`src/rtl/game_flow_fsm_if.sv`:
```
// Purpose: bundles the keyboard/collision inputs and the game-state outputs of game_flow_fsm.
// Ports: keycode, player_hit (controller inputs); ready/playing/paused/respawning/game_over,
//        lives_left, state_out, new_game (controller outputs). master = environment, slave = FSM.
interface game_flow_fsm_if #(
    parameter int KEY_WIDTH = 8,
    parameter int LIVES_W   = 4
);
    logic [KEY_WIDTH-1:0] keycode;
    logic                 player_hit;
    logic                 ready;
    logic                 playing;
    logic                 paused;
    logic                 respawning;
    logic                 game_over;
    logic [LIVES_W-1:0]   lives_left;
    logic [2:0]           state_out;
    logic                 new_game;

    modport master (
        output keycode, player_hit,
        input  ready, playing, paused, respawning, game_over, lives_left, state_out, new_game
    );

    modport slave (
        input  keycode, player_hit,
        output ready, playing, paused, respawning, game_over, lives_left, state_out, new_game
    );
endinterface

```
`src/rtl/game_flow_fsm.sv`:
```
// Purpose: top-level game-flow controller (title, play, pause, respawn, game over) with lives count.
// Latency: state flags follow the state register (Moore); lives_left/new_game are registered, 1 cycle.
// Backpressure: none; key presses are edge-detected so a held key fires exactly once.
// Ports: Clk, ClearA_LoadB (sync active-high reset), bus (slave side of game_flow_fsm_if).
module game_flow_fsm #(
    parameter int                   KEY_WIDTH        = 8,
    parameter logic [KEY_WIDTH-1:0] START_KEY        = 8'h28,
    parameter logic [KEY_WIDTH-1:0] PAUSE_KEY        = 8'h13,
    parameter int                   NUM_LIVES        = 3,
    parameter int                   LIVES_W          = 4,
    parameter int                   RESPAWN_CYCLES   = 60,
    parameter int                   OVER_HOLD_CYCLES = 120,
    parameter int                   TIMER_W          = 8
) (
    input logic          Clk,
    input logic          ClearA_LoadB,
    game_flow_fsm_if.slave bus
);
    localparam logic [2:0] S_START   = 3'd0;
    localparam logic [2:0] S_PLAY    = 3'd1;
    localparam logic [2:0] S_PAUSE   = 3'd2;
    localparam logic [2:0] S_RESPAWN = 3'd3;
    localparam logic [2:0] S_OVER    = 3'd4;

    // Respawn loads N-1 so that the countdown through 0 gives exactly N cycles in RESPAWN.
    localparam logic [TIMER_W-1:0] RESPAWN_LOAD = TIMER_W'(RESPAWN_CYCLES - 1);
    localparam logic [TIMER_W-1:0] OVER_LOAD    = TIMER_W'(OVER_HOLD_CYCLES);
    localparam logic [LIVES_W-1:0] LIVES_INIT   = LIVES_W'(NUM_LIVES);
    localparam logic [LIVES_W-1:0] LIVES_ONE    = LIVES_W'(1);
    localparam logic [TIMER_W-1:0] TIMER_ZERO   = '0;

    logic [2:0]           r_state;
    logic [LIVES_W-1:0]   r_lives;
    logic [TIMER_W-1:0]   r_timer;
    logic                 r_new_game;
    logic [KEY_WIDTH-1:0] r_key_prev;

    logic [2:0]           w_state_nxt;
    logic [LIVES_W-1:0]   w_lives_nxt;
    logic [TIMER_W-1:0]   w_timer_nxt;
    logic                 w_new_game_nxt;
    logic                 w_start_ev;
    logic                 w_pause_ev;

    assign w_start_ev = (bus.keycode == START_KEY) && (r_key_prev != START_KEY);
    assign w_pause_ev = (bus.keycode == PAUSE_KEY) && (r_key_prev != PAUSE_KEY);

    // State register. key_prev is loaded even during reset so a key held through reset never fires.
    always_ff @(posedge Clk) begin
        r_key_prev <= bus.keycode;
        if (ClearA_LoadB) begin
            r_state    <= S_START;
            r_lives    <= '0;
            r_timer    <= '0;
            r_new_game <= 1'b0;
        end else begin
            r_state    <= w_state_nxt;
            r_lives    <= w_lives_nxt;
            r_timer    <= w_timer_nxt;
            r_new_game <= w_new_game_nxt;
        end
    end

    // Next-state logic
    always_comb begin
        w_state_nxt    = r_state;
        w_lives_nxt    = r_lives;
        w_timer_nxt    = r_timer;
        w_new_game_nxt = 1'b0;
        case (r_state)
            S_START: begin
                if (w_start_ev) begin
                    w_state_nxt    = S_PLAY;
                    w_lives_nxt    = LIVES_INIT;
                    w_new_game_nxt = 1'b1;
                end
            end
            S_PLAY: begin
                // A hit outranks a pause press in the same cycle.
                if (bus.player_hit) begin
                    if (r_lives > LIVES_ONE) begin
                        w_lives_nxt = r_lives - LIVES_ONE;
                        w_state_nxt = S_RESPAWN;
                        w_timer_nxt = RESPAWN_LOAD;
                    end else begin
                        w_lives_nxt = '0;
                        w_state_nxt = S_OVER;
                        w_timer_nxt = OVER_LOAD;
                    end
                end else if (w_pause_ev) begin
                    w_state_nxt = S_PAUSE;
                end
            end
            S_PAUSE: begin
                if (w_pause_ev) begin
                    w_state_nxt = S_PLAY;
                end
            end
            S_RESPAWN: begin
                if (r_timer == TIMER_ZERO) begin
                    w_state_nxt = S_PLAY;
                end else begin
                    w_timer_nxt = r_timer - 1'b1;
                end
            end
            S_OVER: begin
                if (r_timer != TIMER_ZERO) begin
                    w_timer_nxt = r_timer - 1'b1;
                end else if (w_start_ev) begin
                    w_state_nxt = S_START;
                end
            end
            default: begin
                w_state_nxt = S_START;
            end
        endcase
    end

    // Output decode (Moore flags straight from the state register)
    always_comb begin
        bus.ready      = 1'b0;
        bus.playing    = 1'b0;
        bus.paused     = 1'b0;
        bus.respawning = 1'b0;
        bus.game_over  = 1'b0;
        case (r_state)
            S_START:   bus.ready      = 1'b1;
            S_PLAY:    bus.playing    = 1'b1;
            S_PAUSE:   bus.paused     = 1'b1;
            S_RESPAWN: bus.respawning = 1'b1;
            S_OVER:    bus.game_over  = 1'b1;
            default:   bus.ready      = 1'b0;
        endcase
        bus.state_out  = r_state;
        bus.lives_left = r_lives;
        bus.new_game   = r_new_game;
    end
endmodule
```
`src/flat_wrapper.sv`:
```
// flat-port wrapper written by rule: the top's interface ports become plain ports
module game_flow_fsm_flat 
#(
    parameter int                   KEY_WIDTH        = 8,
    parameter logic [KEY_WIDTH-1:0] START_KEY        = 8'h28,
    parameter logic [KEY_WIDTH-1:0] PAUSE_KEY        = 8'h13,
    parameter int                   NUM_LIVES        = 3,
    parameter int                   LIVES_W          = 4,
    parameter int                   RESPAWN_CYCLES   = 60,
    parameter int                   OVER_HOLD_CYCLES = 120,
    parameter int                   TIMER_W          = 8
)
  (Clk, ClearA_LoadB, bus_keycode, bus_player_hit, bus_ready, bus_playing, bus_paused, bus_respawning, bus_game_over, bus_lives_left, bus_state_out, bus_new_game);
  game_flow_fsm_if #(.KEY_WIDTH(KEY_WIDTH), .LIVES_W(LIVES_W)) bus_i ();
  input logic Clk;
  input logic ClearA_LoadB;
  input wire logic [$bits(bus_i.keycode)-1:0] bus_keycode;
  input wire logic [$bits(bus_i.player_hit)-1:0] bus_player_hit;
  output wire logic [$bits(bus_i.ready)-1:0] bus_ready;
  output wire logic [$bits(bus_i.playing)-1:0] bus_playing;
  output wire logic [$bits(bus_i.paused)-1:0] bus_paused;
  output wire logic [$bits(bus_i.respawning)-1:0] bus_respawning;
  output wire logic [$bits(bus_i.game_over)-1:0] bus_game_over;
  output wire logic [$bits(bus_i.lives_left)-1:0] bus_lives_left;
  output wire logic [$bits(bus_i.state_out)-1:0] bus_state_out;
  output wire logic [$bits(bus_i.new_game)-1:0] bus_new_game;
  assign bus_i.keycode = bus_keycode;
  assign bus_i.player_hit = bus_player_hit;
  assign bus_ready = bus_i.ready;
  assign bus_playing = bus_i.playing;
  assign bus_paused = bus_i.paused;
  assign bus_respawning = bus_i.respawning;
  assign bus_game_over = bus_i.game_over;
  assign bus_lives_left = bus_i.lives_left;
  assign bus_state_out = bus_i.state_out;
  assign bus_new_game = bus_i.new_game;
  game_flow_fsm #(.KEY_WIDTH(KEY_WIDTH), .START_KEY(START_KEY), .PAUSE_KEY(PAUSE_KEY), .NUM_LIVES(NUM_LIVES), .LIVES_W(LIVES_W), .RESPAWN_CYCLES(RESPAWN_CYCLES), .OVER_HOLD_CYCLES(OVER_HOLD_CYCLES), .TIMER_W(TIMER_W)) u_core (.Clk(Clk), .ClearA_LoadB(ClearA_LoadB), .bus(bus_i));
endmodule
```
`config.mk`:
```
export PLATFORM = sky130hd
export DESIGN_NAME = game_flow_fsm_flat
export DESIGN_NICKNAME = d
export VERILOG_FILES = /design/src/rtl/game_flow_fsm_if.sv /design/src/rtl/game_flow_fsm.sv /design/src/flat_wrapper.sv
export SDC_FILE = /design/constraint.sdc
export NUM_CORES = 1
export LEC_CHECK = 0
export BUFFER_PORTS_ARGS = -buffer_cell sky130_fd_sc_hd__buf_2
export CORE_MARGIN = 2
export CORE_UTILIZATION = 45
export DETAILED_ROUTE_END_ITERATION = 10
export PLACE_DENSITY_LB_ADDON = 0.08
export SLEW_MARGIN = 30
export SYNTH_ARGS = -nofsm -noshare
export SYNTH_HDL_FRONTEND = slang
export SYNTH_SLANG_ARGS = --single-unit
export TNS_END_PERCENT = 1
```
`constraint.sdc`:
```
create_clock -name Clk -period 2 [get_ports Clk]
set_input_delay 0.4 -clock Clk [delete_from_list [all_inputs] [get_ports Clk]]
set_output_delay 0.4 -clock Clk [all_outputs]
set_load 0.05 [all_outputs]
```
-- After elaboration in Yosys (flattened, before gate mapping)
Cells that the tools add are included.
- register bits after elaboration: 24
- input port bits: 11
- logic and storage cells: 61
- add/subtract/negate cells: 2
- magnitude comparators: 1
- equality and inequality tests: 17
- multiplexer cells: 24
- bitwise gates (word level): 1
- reductions and logical operators: 11
- operators with widths (cell ; count):
    3-bit two-way mux ; 8
    8-bit two-way mux ; 3
    8-bit one-hot mux with 3 select lines ; 1
    3-bit one-hot mux with 5 select lines ; 1
    4-bit two-way mux ; 3
    2-bit by 1-bit inequality test with 1-bit output, second input constant ; 5
    8-bit by 5-bit == test with 1-bit output, second input constant ; 1
    8-bit by 6-bit == test with 1-bit output, second input constant ; 1
    8-bit zero test ; 1
    8-bit by 5-bit inequality test with 1-bit output, second input constant ; 1
    8-bit by 6-bit inequality test with 1-bit output, second input constant ; 1
    4-bit one-hot mux with 2 select lines ; 1
    8-bit nonzero test ; 1
    8-bit by 1-bit subtractor with 8-bit output, second input constant ; 1
    7-bit two-way mux ; 1
    3-bit by 2-bit == test with 1-bit output, second input constant ; 2
    1-bit two-way mux ; 6
    2-bit inequality test, second input constant ; 3
    6-bit AND reduction ; 1
    4-bit by 1-bit greater-than comparator with 1-bit output, second input constant ; 1
    4-bit AND reduction ; 1
    4-bit by 1-bit subtractor with 4-bit output, second input constant ; 1
    3-bit by 1-bit == test with 1-bit output, second input constant ; 1
    3-bit == test, second input constant ; 1
    other kinds (8) ; 9

-- Longest topological paths before layout
- word-level depth: 5
- depth in mapped cells: 8
- gate-level depth less buffers: 7

-- Worst setup path after synthesis
No wires, ideal clock.
- path kind: reg-to-reg
- start point: register u_core.r_state[2], in the netlist u_core.bus.state_out[2]
- end point: register u_core.r_timer[3]
- library setup time: 0.070 ns
- arrival: 2.808 ns
- required time: 1.930 ns
- setup slack: -0.878 ns
- stages on the path, launching flop included: 7
- path buffers: 1
- period minus slack after synthesis: 2.878 ns
- path through: dfxtp_1 nor3b_1 or2_1 buf_2 nand4b_1 xor2_1 a21oi_1
- cells in the longest elaborated chain, start to end: 3
- RTL lines (element ; RTL line ; RTL):
    start, declared ; game_flow_fsm.sv:32 ; logic [2:0] r_state;
    start signal, assigned ; game_flow_fsm.sv:57 ; r_state <= w_state_nxt;
    3-bit == test (tied with other cells) ; game_flow_fsm.sv:70 ; case (r_state)
    2-bit by 1-bit inequality test with 1-bit output (no source line) (tied with other cells) ; - ;
    4-bit AND reduction (no source line) ; - ;
    end signal, assigned ; game_flow_fsm.sv:59 ; r_timer <= w_timer_nxt;
    end, declared ; game_flow_fsm.sv:34 ; logic [TIMER_W-1:0] r_timer;
Parallel ways exist; a longest one is shown, timed or not.
A chain may end at the register's enable or synchronous reset.

-- Worst setup path in the final report
- start point: register u_core.r_state[1], in the netlist u_core.bus.state_out[1]
- end point: output bus_playing
- cells in the longest elaborated chain, start to end: 2
- RTL lines (element ; RTL line ; RTL):
    3-bit by 1-bit == test with 1-bit output ; game_flow_fsm.sv:126 ; case (r_state)
    1-bit two-way mux ; game_flow_fsm.sv:126 ;
    end, declared ; flat_wrapper.sv:20 ; output wire logic [$bits(bus_i.playing)-1:0] bus_playing;
Every way passes these cells.

==> flow_summary.json <==
{
  "start_util": 0.469,
  "antenna_found_initial": 0,
  "portBuffers": 23,
  "synth_area_leader_cell": "dfxtp_1",
  "post_dp_cell_area_um2": 1320,
  "holdPathEnd": "u_core.r_key_prev[2]",
  "end_kind": "output pin",
  "irDropWorstVdd_uv": 496,
  "area_delta_synth_final_pct": 21.6,
  "clock_latency_ns": 0.32,
  "dp.cells": 184,
  "power_w": 0.000884,
  "path_buf_inv": 2,
  "wl_per_cell_um": 13.9,
  "worst-r2r-cell-count": 5,
  "root_buffer": "clkbuf_4",
  "yosysMostFrequentCell": "dfxtp_1",
  "finalInstanceArea_um2": 1390,
  "synth_edf_count": 0,
  "synthTopCellsByArea": "dfxtp_1 42%, a21oi_1 6.6%, ha_1 4.4%, nor3_1 4.0%, xor2_1 3.8%",
  "use_met3": 0.0601,
  "nets": 174,
  "static-leakage-power_nw": 0.555,
  "worst-setup-path-type": "register to output pin",
  "grt_pass1_wl_mm": 4.16,
  "finalSetupViolations": 0,
  "synth_area_um2": 1140,
  "cp_slowest_stage_delay_ns": 0.39,
  "syn-num-nets": 145,
  "place.detailed.hpwl_mm": 2.01,
  "fillers": 244,
  "syn_avg_cell_area_um2": 8.77,
  "cp_max_fo": 9,
  "antennaDiodeCount": 0,
  "cts_made_buffers": 3,
  "seq_area_frac_synth": 0.422,
  "critPathLaunchType": "register",
  "synthFlopType": "dfxtp_1",
  "worstSetupStartpoint": "u_core.bus.state_out[1]",
  "rsz0062_at_grt": "no",
  "grt_pass1_vias": 966,
  "track_usage": 0.198,
  "clkTransAtPathRegs_ns": 0.14,
  "overflow": 0,
  "critical_path.top_delay_family": "simple AND/OR/NAND/NOR gates",
  "min_path_type": "input port to register",
  "rr_endpoint": "u_core.bus.state_out[0]",
  "dr.first_iter.drc_count": 13,
  "synthCells": 130,
  "synth_commonest_cells": "24 x dfxtp_1, 15 x a21oi_1, 9 x nor2_1, 9 x nor3_1, 8 x nand2_1",
  "top_usage_layer": "met2",
  "die-height_um": 54.3,
  "post-route-period-util": 0.946,
  "grt_max_degree": 17,
  "drt-pass1-iter-count": 4,
  "row_count": 18,
  "post_cts_buffers": 0,
  "drc": 0,
  "r2r_setup_slack_ns": 0.18,
  "cts_buffer_depth": 2,
  "ctsHtreeMaxLevel": 1,
  "place.gp.congestion": 0.821,
  "min_path_cells": 1,
  "max_freq_mhz": 528,
  "ant_nets": 0,
  "fin_skew_ns": 0.0109,
  "cts_tree": "built",
  "routed_wl_mm": 2.62,
  "status": "completed",
  "period_minus_slack_ns": 1.89,
  "min_from": "bus_keycode[2]",
  "final_layout_size_suffix_gt1_frac": 0.266,
  "async_flop_share": 0,
  "yosys.cell_types.count": 39,
  "slew_violations": 0,
  "power.density_nw_per_um2": 637,
  "r2r_start": "u_core.bus.state_out[2]",
  "vias": 1091,
  "slew-limit-headroom": 0.702,
  "critPathArrivalTime_ns": 1.49,
  "core_area_um2": 2430,
  "cp_cell_sequence": "nand2b_1, or2_2, inv_2, buf_4",
  "hold_viol": 0,
  "critPathRequiredTime_ns": 1.60,
  "ys_ff_latch": 24,
  "instances_no_fill": 188,
  "ys_warn_count": 0,
  "cp_slowest_cell": "dfxtp_2",
  "drv_cap": 0,
  "clkSinkCount": 24,
  "grt_use_met2": 0.351,
  "die_w_um": 54.3,
  "viasPerCell": 5.80,
  "tightest_slew_ns": 0.444,
  "dieArea_um2": 2950,
  "use_met1": 0.220,
  "pin_count": 24,
  "netlist.area_leader.share": 0.422
}
## cell families after synthesis
family,Yosys count,synth area share
simple gates,58,0.303
compound gates,31,0.165
xor+xnor,5,0.0384
fa+ha+maj,4,0.0439
flops,24,0.422
buf+inv,8,0.0285
## area by class of cell
class / instances / area, um2 / area share
Inverter: 5 / 18.8 / 0.0135
Clock inverter: 1 / 30.0 / 0.0217
Tap cell: 30 / 37.5 / 0.0271
Multi-Input combinational cell: 98 / 647 / 0.467
Clock buffer: 3 / 22.5 / 0.0162
Sequential cell: 24 / 483 / 0.348
Timing Repair Buffer: 27 / 148 / 0.106
## stage by stage
step	setup TNS (ns)	util	setup slack (ns)	hold WS (ns)
final	0	0.570	0.107	0.189
after CTS	0	0.567	0.0480	0.179
after global placement	0	0.544	0.0219	0.464
after detailed placement	-0.00436	0.544	-0.00436	0.473
after global routing	0	0.570	0.0292	0.172
after floorplan	-4.00	-	-0.354	0.428
## what timing repair did
action                                 CTS  global route
hold buffers                             0             0
setup endpoints to repair                1             2
endpoints found under the hold margin    0             0
resized for setup                        2             2
## power by group
part           switching [W]  internal (W)
Combinational      0.0000237     0.0000162
Clock               0.000148      0.000203
Sequential        0.00000536      0.000488
Total               0.000177      0.000706
## worst max-delay path by stage
stage	end	cells past startpoint
2_1_floorplan	u_core.r_timer[3]	6
3_3_place_gp	u_core.bus.state_out[0]	6
3_5_place_dp	u_core.bus.state_out[0]	6
4_1_cts	bus_playing	4
5_1_grt	bus_playing	4
6_report	bus_playing	4
## metal layers
metal | part of all wire | wire, um
met2 | 0.52 | 1350
met3 | 0.045 | 118
met5 | 0 | 0
met4 | 0.015 | 38
met1 | 0.42 | 1110
## cells in the final DEF (no fill, tap or decap), drive strengths merged, types with 2 or more instances in the layout
cell type and n:
nor3b 3, nand4b 3, inv 5, clkbuf 3
ha 4, or4 3, nor4b 2, a31oi 2
nand2 8, a211oi 5, o21ai 5, or2 2
nor3 9, nand3 4, xor2 5, nand4 3
buf 27, nor2 10, nand2b 2, a21oi 15
dfxtp 24
## registers in the layout, indices dropped and copies added, names as in the netlist
| name | flops |
|---|---|
| u_core.bus.new_game | 1 |
| u_core.bus.lives_left | 4 |
| u_core.r_timer | 8 |
| u_core.bus.state_out | 3 |
| u_core.r_key_prev | 8 |
No activity file was read; power rests on OpenSTA's default activity.
